## src/rtl/sqrt_pkg.sv

```systemverilog
// Shared types and constants for the sequential fixed-point square-root block.
package sqrt_pkg;

  typedef enum logic [1:0] {
    IDLE,
    CALC,
    DONE
  } state_e;

  localparam int ROUND_TRUNC   = 0;
  localparam int ROUND_NEAREST = 1;

endpackage

```

## src/rtl/sqrt_step.sv

```systemverilog
// One restoring digit-by-digit square-root iteration: consumes two radicand bits,
// produces one root bit and the updated partial remainder.
module sqrt_step #(
  parameter int RW = 10
) (
  input  logic [RW-1:0] rem_i,
  input  logic [RW-3:0] root_i,
  input  logic [1:0]    bits_i,
  output logic [RW-1:0] rem_o,
  output logic [RW-3:0] root_o
);

  logic [RW-1:0] remShift;
  logic [RW-1:0] trial;

  // The trial subtrahend is 4*root+1; the partial remainder never exceeds
  // 2*root, so its top two bits are always clear before the shift.
  always_comb begin
    remShift = (rem_i << 2) | RW'(bits_i);
    trial    = {root_i, 2'b01};
    if (remShift >= trial) begin
      rem_o  = remShift - trial;
      root_o = (root_i << 1) | (RW-2)'(1);
    end else begin
      rem_o  = remShift;
      root_o = root_i << 1;
    end
  end

endmodule

```

## src/rtl/sqrt_seq.sv

```systemverilog
// Sequential unsigned fixed-point square root, one root bit per clock, with a
// valid/ready handshake on both sides and optional round-to-nearest.
module sqrt_seq
  import sqrt_pkg::*;
#(
  parameter int WIDTH = 32,
  parameter int FRAC  = 8,
  parameter int ROUND = 0
) (
  input  logic             clk,
  input  logic             rst_n,
  input  logic             in_valid,
  output logic             in_ready,
  input  logic [WIDTH-1:0] x,
  output logic             out_valid,
  input  logic             out_ready,
  output logic [WIDTH-1:0] root,
  output logic             exact
);

  localparam int N    = (WIDTH + FRAC) / 2;
  localparam int RW   = N + 2;
  localparam int RADW = 2 * N;
  localparam int CW   = (N > 1) ? $clog2(N) : 1;

  if (((WIDTH + FRAC) % 2) != 0 || FRAC >= WIDTH || WIDTH < 4) begin : g_param_check
    $error("sqrt_seq: WIDTH+FRAC must be even, FRAC < WIDTH and WIDTH >= 4");
  end

  state_e           state_q, state_d;
  logic [CW-1:0]    cnt_q, cnt_d;
  logic [RADW-1:0]  rad_q, rad_d;
  logic [RW-1:0]    rem_q, rem_d;
  logic [N-1:0]     acc_q, acc_d;
  logic [WIDTH-1:0] root_q, root_d;
  logic             exact_q, exact_d;

  logic [RW-1:0]    stepRem;
  logic [N-1:0]     stepRoot;
  logic             roundUp;

  sqrt_step #(.RW(RW)) u_step (
    .rem_i  (rem_q),
    .root_i (acc_q),
    .bits_i (rad_q[RADW-1 -: 2]),
    .rem_o  (stepRem),
    .root_o (stepRoot)
  );

  // Final remainder above the truncated root means sqrt >= root + 0.5.
  assign roundUp = (ROUND == ROUND_NEAREST) && (stepRem > {2'b00, stepRoot});

  always_comb begin
    state_d = state_q;
    cnt_d   = cnt_q;
    rad_d   = rad_q;
    rem_d   = rem_q;
    acc_d   = acc_q;
    root_d  = root_q;
    exact_d = exact_q;
    case (state_q)
      IDLE: begin
        if (in_valid) begin
          rad_d   = RADW'(x) << FRAC;
          rem_d   = '0;
          acc_d   = '0;
          cnt_d   = CW'(N - 1);
          state_d = CALC;
        end
      end
      CALC: begin
        rem_d = stepRem;
        acc_d = stepRoot;
        rad_d = rad_q << 2;
        cnt_d = cnt_q - CW'(1);
        if (cnt_q == '0) begin
          cnt_d   = '0;
          root_d  = WIDTH'(stepRoot) + WIDTH'(roundUp);
          exact_d = (stepRem == '0);
          state_d = DONE;
        end
      end
      DONE: begin
        if (out_ready) begin
          state_d = IDLE;
        end
      end
      default: state_d = IDLE;
    endcase
  end

  always_ff @(posedge clk or negedge rst_n) begin
    if (!rst_n) begin
      state_q <= IDLE;
      cnt_q   <= '0;
      rad_q   <= '0;
      rem_q   <= '0;
      acc_q   <= '0;
      root_q  <= '0;
      exact_q <= 1'b0;
    end else begin
      state_q <= state_d;
      cnt_q   <= cnt_d;
      rad_q   <= rad_d;
      rem_q   <= rem_d;
      acc_q   <= acc_d;
      root_q  <= root_d;
      exact_q <= exact_d;
    end
  end

  assign in_ready  = (state_q == IDLE);
  assign out_valid = (state_q == DONE);
  assign root      = root_q;
  assign exact     = exact_q;

endmodule
```

## config.mk

```make
export PLATFORM = sky130hd
export DESIGN_NAME = sqrt_seq
export DESIGN_NICKNAME = d
export VERILOG_FILES = /design/src/rtl/sqrt_pkg.sv /design/src/rtl/sqrt_step.sv /design/src/rtl/sqrt_seq.sv
export SDC_FILE = /design/constraint.sdc
export NUM_CORES = 1
export LEC_CHECK = 0
export CORE_MARGIN = 2
export CORE_UTILIZATION = 50
export DETAILED_ROUTE_END_ITERATION = 6
export GPL_TIMING_DRIVEN = 0
export PLACE_DENSITY = 0.73
export SETUP_SLACK_MARGIN = 0.1
export SLEW_MARGIN = 20
export SYNTH_ARGS = -nofsm -noshare
export SYNTH_HDL_FRONTEND = slang
export SYNTH_SLANG_ARGS = --single-unit
```

## constraint.sdc

```tcl
create_clock -name clk -period 6.15 [get_ports clk]
set_input_delay 0.615 -clock clk [delete_from_list [all_inputs] [get_ports clk]]
set_output_delay 0.615 -clock clk [all_outputs]
set_load 0.02 [all_outputs]
```

==> metrics.md, run 1 <==
| Metric | Value |
|---|---|
| Status | `finished, final reports clean` |
| H-tree depth | `3` |
| # hold bufs at CTS | `0` |
| CP max stage cell | `mux2i_1` |
| EDFF count, synth | `0` |
| Mapped Area | `5900 um2` |
| Vias/cell | `5.95` |
| Critical Path AT | `3.64 ns` |
| Total track usage | `25.9%` |
| Antenna-violating nets left | `0` |
| Synthesized instance count | `677` |
| # port buffers | `58` |
| Setup_tns | `0 ns` |
| Post-synth cell types | `63` |
| TritonCTS Buffers | `9` |
| CTS Buffer Depth | `2` |
| Fraction of the yosys area taken by sequential cells | `42.4%` |
| Req. time, crit path | `6.44 ns` |
| Yosys warns | `0` |
| Layout cell share with drive strength beyond 1 | `6.95%` |
| Cells along the critical path | `inv_1 > ha_1 > clkbuf_2 > a21o_1 > a221oi_1 > o221ai_1 > a21oi_1 > buf_2 > mux2i_1 > nand4_1 > nor4b_2 > a32o_2` |
| Period utilisation layout | `54.4%` |
| First-pass iteration count of the detailed router | `5` |
| Max cap viols | `0` |
| Async SR Flop Fraction | `100%` |
| Clock Skews | `0.0125 ns` |
| Fin crit period | `3.34 ns` |
| Worst Hold Class | `in2async` |
| GP Congestion | `0.923` |
| First-pass GRT wire length | `26.4 mm` |
| CP max FO | `10` |
| Crit path kind | `reg2reg` |
| Core footprint | `11500 um2` |
| Primary FF master, synth | `dfrtp_1` |
| Fmax | `299 MHz` |
| Latest clock arrival within the worst-skew pair | `0.35 ns` |
| Flops & latches, synth | `100` |
| Setup crit end kind | `flip-flop` |
| GR Overflow Total | `0` |
| Total vias in the final route | `5387` |
| Filler instances | `1029` |
| DIE AREA | `12700 um2` |
| Synth area leaders | `dfrtp_1 42%, o21ai_0 8.7%, nand2_1 5.2%, a21oi_1 5.0%, ha_1 4.9%` |
| CTS tree | `built` |
| Area Overhead vs Synth | `20.1%` |
| Die H | `113 um` |
| DR iter-0 viols | `416` |
| I/O pins | `71` |
| Initial cell density of the core | `51.5%` |
| Worst-Margin Slew | `0.603 ns` |
| Slew Limit Fails | `0` |
| Clock-pin slew on the worst setup and hold paths | `0.07 ns` |
| Setup crit start kind | `flip-flop` |
| Nets | `817` |
| Post-CTS Setup Repair Bufs | `0` |
| Setup-failing EPs final | `0` |
| Clock root cell | `clkbuf_16` |
| Post-DP HPWL | `11.8 mm` |
| Largest net degree at the start of global routing | `76` |
| Dpl ws | `2.84 ns` |
| Total Wirelength | `15.9 mm` |
| Chip width | `113 um` |
| Initial antenna violation count | `0` |
| RSZ-0062 raised after global routing | `no` |
| Clock sink count | `100` |
| Vias in the first global route | `5324` |
| DRC Markers | `0` |
| CP max stage delay | `0.40 ns` |
| Area leader, netlist | `dfrtp_1` |
| Final hold vios | `0` |
| PostCTS Resize Cnt | `0` |
| Top cell type's share of synthesized area | `42.4%` |
| Worst hold slack | `0.126 ns` |
| Synth Area per Inst | `8.72 um2` |
| Rel. slew slack | `59.8%` |
| Number of antenna diodes | `0` |
| Wire per inst | `17.5 um` |
| Worst setup margin | `2.81 ns` |
| Std-Cell Rows | `39` |
[registers in the layout, summed over array words and instances (netlist names)]
signal,flops
acc_q,20
cnt_q,5
exact,1
rad_q,32
rem_q,20
root,20
state_q,2
[worst paths after layout]
| check | depth (start not counted) | slack, ns | to | from |
|---|---|---|---|---|
| hold reg to reg | 2 | 0.48 | acc_q[6] | acc_q[6] |
| setup / recovery | 12 | 2.81 | exact | acc_q[15] |
| max in group asynchronous | 2 | 5.37 | rad_q[28] | rst_n |
| setup reg to reg | 12 | 2.81 | exact | acc_q[15] |
| min in group clk | 2 | 0.48 | acc_q[6] | acc_q[6] |
| hold / removal | 1 | 0.13 | rem_q[11] | rst_n |
[cells in the mapped netlist (all sizes together) (2+ instances only)]
| master | number |
|---|---|
| o41ai | 4 |
| xor2 | 9 |
| buf | 23 |
| mux2i | 12 |
| a31o | 2 |
| nor4b | 2 |
| or3 | 6 |
| a22o | 3 |
| nor4 | 2 |
| dfrtp | 100 |
| clkbuf | 33 |
| nand2 | 81 |
| and2 | 2 |
| a32o | 3 |
| o21ai | 106 |
| a211oi | 5 |
| inv | 29 |
| nor3 | 11 |
| and3 | 6 |
| nand4 | 5 |
| nor2b | 34 |
| ha | 23 |
| and3b | 3 |
| a221oi | 3 |
| a21oi | 60 |
| a21o | 10 |
| o21a | 9 |
| o31a | 2 |
| nor2 | 19 |
| xnor2 | 4 |
| nand2b | 7 |
| nand3 | 9 |
| a31oi | 3 |
| o21bai | 2 |
| a22oi | 28 |
| o211ai | 4 |
[layer usage]
metal | track usage (%) | share of wire, %
met2 | 42.2 | 48
met4 | 7.72 | 2.2
met1 | 34.9 | 44
met5 | 0 | 0
met3 | 5.78 | 5.6
[worst max-delay path, delay by kind of cell (launching register included)]
family | cells | cell delay [ns]
DFF | 1 | 0.38
buffers and inverters | 3 | 0.56
adders and majority gates | 1 | 0.23
muxes | 1 | 0.40
and+or+nand+nor | 2 | 0.53
AOI/OAI and AO/OA | 5 | 1.17
[layout by cell type (no fill, tap or decap), types with 5 or more instances in the layout]
cell and n:
clkbuf_16 9, nor2_1 18, clkbuf_1 32, nand3_1 8
nand2b_1 7, nor2b_1 34, and3_1 6, a211oi_1 5
a21o_1 10, o21ai_0 103, nor3_1 11, a22oi_1 28
nand4_1 5, nand2_1 81, buf_2 7, dfrtp_1 100
ha_1 23, conb_1 12, mux2i_1 12, clkdlybuf4s50_1 57
a21oi_1 59, xor2_1 9, inv_1 29, buf_4 12
or3_1 6, o21a_1 9
[metrics by stage]
| stage | std cells | utilization, % | cell area [um2] |
|---|---|---|---|
| CTS | 906 | 61.8 | 7090 |
| detailed placement | 890 | 58.7 | 6730 |
| global route | 906 | 61.8 | 7090 |
| finish | 906 | 61.8 | 7090 |
| global placement | 889 | 58.5 | 6700 |
| floorplan | 688 | - | 5940 |
[kinds of logic after synthesis]
kind of cell	synth area share [%]
AO/OA/AOI/OAI	25.8
AND/OR/NAND/NOR	16.4
flip-flops	42.4
buffers and inverters	6.34
adder cells (fa/ha/maj)	4.88
XOR/XNOR	1.93
multiplexers	2.23
other	0.0635
[layout make-up]
| type | instances | area, um2 | share of cell area (%) |
|---|---|---|---|
| Clock inverter | 6 | 119 | 1.68 |
| Sequential cell | 100 | 2500 | 35.3 |
| Buffer | 56 | 265 | 3.74 |
| Clock buffer | 10 | 239 | 3.37 |
| Timing Repair Buffer | 59 | 609 | 8.60 |
| Inverter | 29 | 109 | 1.54 |
| Tap cell | 143 | 179 | 2.52 |
| Multi-Input combinational cell | 503 | 3070 | 43.3 |
Power of run 1 is left out: the tool's default activity adds up to more than one toggle a clock period on the data nets, which glitch-free logic cannot reach.
==> inputs of run 2 (changes only) <==
Settings changed: PLACE_DENSITY 0.73 to 0.76.
Clock period 6.15 ns to 2.9 ns, I/O delays scaled along.
==> run 2 against run 1 <==
Global-route usage increased by 0.83 points. Maximum frequency up 12%. The flow now finishes with violations (negative setup slack). First-iteration DRC count is 5.5% higher. Worst hold slack gained 0.24 ns. Clock skew is essentially flat. Critical endpoint unchanged. Utilization grew 4.6 points. Flip-flop and latch count unchanged.
==> metrics.md, run 2 (synthesis gave the netlist of run 1 again) <==
| Metric | Value |
|---|---|
| Total vias in the final route | `5627 (+4.5%)` |
| First-pass iteration count of the detailed router | `5 (unchanged)` |
| Std-Cell Rows | `39 (unchanged)` |
| Clock Skews | `0.0127 ns (+0.000241 ns)` |
| Die H | `113 um (unchanged)` |
| Nets | `847 (+3.7%)` |
| Final hold vios | `0 (unchanged)` |
| I/O pins | `71 (unchanged)` |
| RSZ-0062 raised after global routing | `yes` |
| Largest Register | `rad_q` |
| Critical Path AT | `3.28 ns (-0.36 ns)` |
| Number of antenna diodes | `0 (unchanged)` |
| Post-DP HPWL | `12.0 mm (+1.5%)` |
| Clock-pin slew on the worst setup and hold paths | `0.08 ns (about the same)` |
| Commonest non-fill, non-tap cell in the layout | `o21ai_0` |
| DIE AREA | `12700 um2 (unchanged)` |
| CP max FO | `4 (-6)` |
| Core Util, Final | `66.4% (+4.6 points)` |
| Failing checks | `negative setup slack` |
| Worst r2r path cells | `12 (unchanged)` |
| Largest net degree at the start of global routing | `76 (unchanged)` |
| Wire per inst | `18.4 um (+4.6%)` |
| # port buffers | `58 (unchanged)` |
| H-tree depth | `3 (unchanged)` |
| Slew Limit Fails | `0 (unchanged)` |
| GP Congestion | `0.977 (+5.9%)` |
| Chip width | `113 um (unchanged)` |
| Status | `finished with violations` |
| CTS Buffer Depth | `2 (unchanged)` |
| Vias in the first global route | `5469 (+2.7%)` |
| Area Overhead vs Synth | `29.0%` |
| Total Wirelength | `17.2 mm (+8.1%)` |
| Most frequent cells in the layout | `100 x o21ai_0, 94 x dfrtp_1, 81 x nand2_1` |
| Fmax | `335 MHz (+12%)` |
| Core footprint | `11500 um2 (unchanged)` |
| DRC Markers | `0 (unchanged)` |
| Vias/cell | `6.01 (+1.1%)` |
| DR iter-0 viols | `439 (+5.5%)` |
| Crit path kind | `reg2reg` |
| Number of flip-flops in the largest register | `32 (unchanged)` |
| Latest clock arrival within the worst-skew pair | `0.36 ns (about the same)` |
| Setup crit end kind | `flip-flop` |
| First-pass GRT wire length | `27.1 mm (+2.7%)` |
| Total track usage | `26.7% (+0.83 points)` |
| Setup-failing EPs final | `1 (+1)` |
| CTS tree | `built` |
| Worst setup margin | `-0.0871 ns (-2.89 ns)` |
| TritonCTS Buffers | `9 (unchanged)` |
| Rel. slew slack | `57.7% (-2.2 points)` |
| Fin crit period | `2.99 ns (-0.356 ns)` |
| Initial cell density of the core | `51.5% (unchanged)` |
| Filler instances | `949 (-7.8%)` |
| Req. time, crit path | `3.19 ns (-3.25 ns)` |
| GR Overflow Total | `0 (unchanged)` |
| Clock sink count | `100 (unchanged)` |
| Max cap viols | `0 (unchanged)` |
| Worst-Margin Slew | `0.635 ns (+0.0323 ns)` |
| Layout cell share with drive strength beyond 1 | `17.7% (+11 points)` |
| Antenna-violating nets left | `0 (unchanged)` |
| Period utilisation layout | `103% (+49 points)` |
| Clock root cell | `clkbuf_16` |
| Setup crit start kind | `flip-flop` |
| Initial antenna violation count | `0 (unchanged)` |
| Worst Hold Class | `in2async` |
## run 2: cell type report
| type | instances | area, um2 | share of cell area, % |
|---|---|---|---|
| inverter | 29 | 109 | 1.43 |
| clock buffer | 10 | 239 | 3.14 |
| clock inverter | 6 | 46.3 | 0.608 |
| multi-input combinational | 503 | 3380 | 44.3 |
| buffer | 55 | 314 | 4.12 |
| tap | 143 | 179 | 2.35 |
| timing repair buffer | 90 | 842 | 11.1 |
| sequential | 100 | 2510 | 33.0 |
## run 2: routing by layer
layer | track usage, % | vias up | part of all wire (%)
li1 | - | 2618 | -
met1 | 36.1 | 2784 | 44
met2 | 43.0 | 191 | 49
met3 | 5.94 | 34 | 5.2
met4 | 8.78 | 0 | 1.8
met5 | 0 | - | 0
## run 2: metrics by stage
step	instance area (um2)	instances	hold WS, ns	setup WS, ns	TNS (ns)
final	7610	936	0.370	-0.0871	-0.0871
after global routing	7610	936	0.395	-0.200	-0.200
after detailed placement	6730	890	0.175	-0.360	-3.60
after global placement	6700	889	0.461	-2.26	-226.35
after CTS	7410	924	0.374	0.0108	0
after floorplan	5940	688	-0.00559	0.145	0
## run 2: path summary, 6_finish.rpt
check	startpoint	end	slack, ns
worst min-delay path	rst_n	acc_q[7]	0.37
worst max register to register	acc_q[0]	exact	-0.09
worst min register to register	root[15]	root[15]	0.48
max in group asynchronous	rst_n	rem_q[1]	1.87
worst max-delay path	acc_q[0]	exact	-0.09
min in group clk	root[15]	root[15]	0.48
## run 2: worst max-delay path, stage by stage (launching register included)
cell       delay [ns]
dfrtp_1          0.40
inv_2            0.11
ha_4             0.22
nor2b_4          0.14
o2111ai_4        0.27
a211oi_2         0.14
o31a_1           0.34
buf_4            0.16
o41ai_4          0.32
xor2_1           0.22
o21ai_2          0.10
nor4b_2          0.29
a32o_2           0.20
## run 2: what timing repair did
item,in CTS,in global routing
hold endpoints to repair,25,0
pin swaps,18,17
endpoints found under the setup margin,21,17
setup buffers,16,13
hold buffers,1,0
cloned,1,0
gates resized for setup,58,34
Power of run 2 is left out for the same reason.
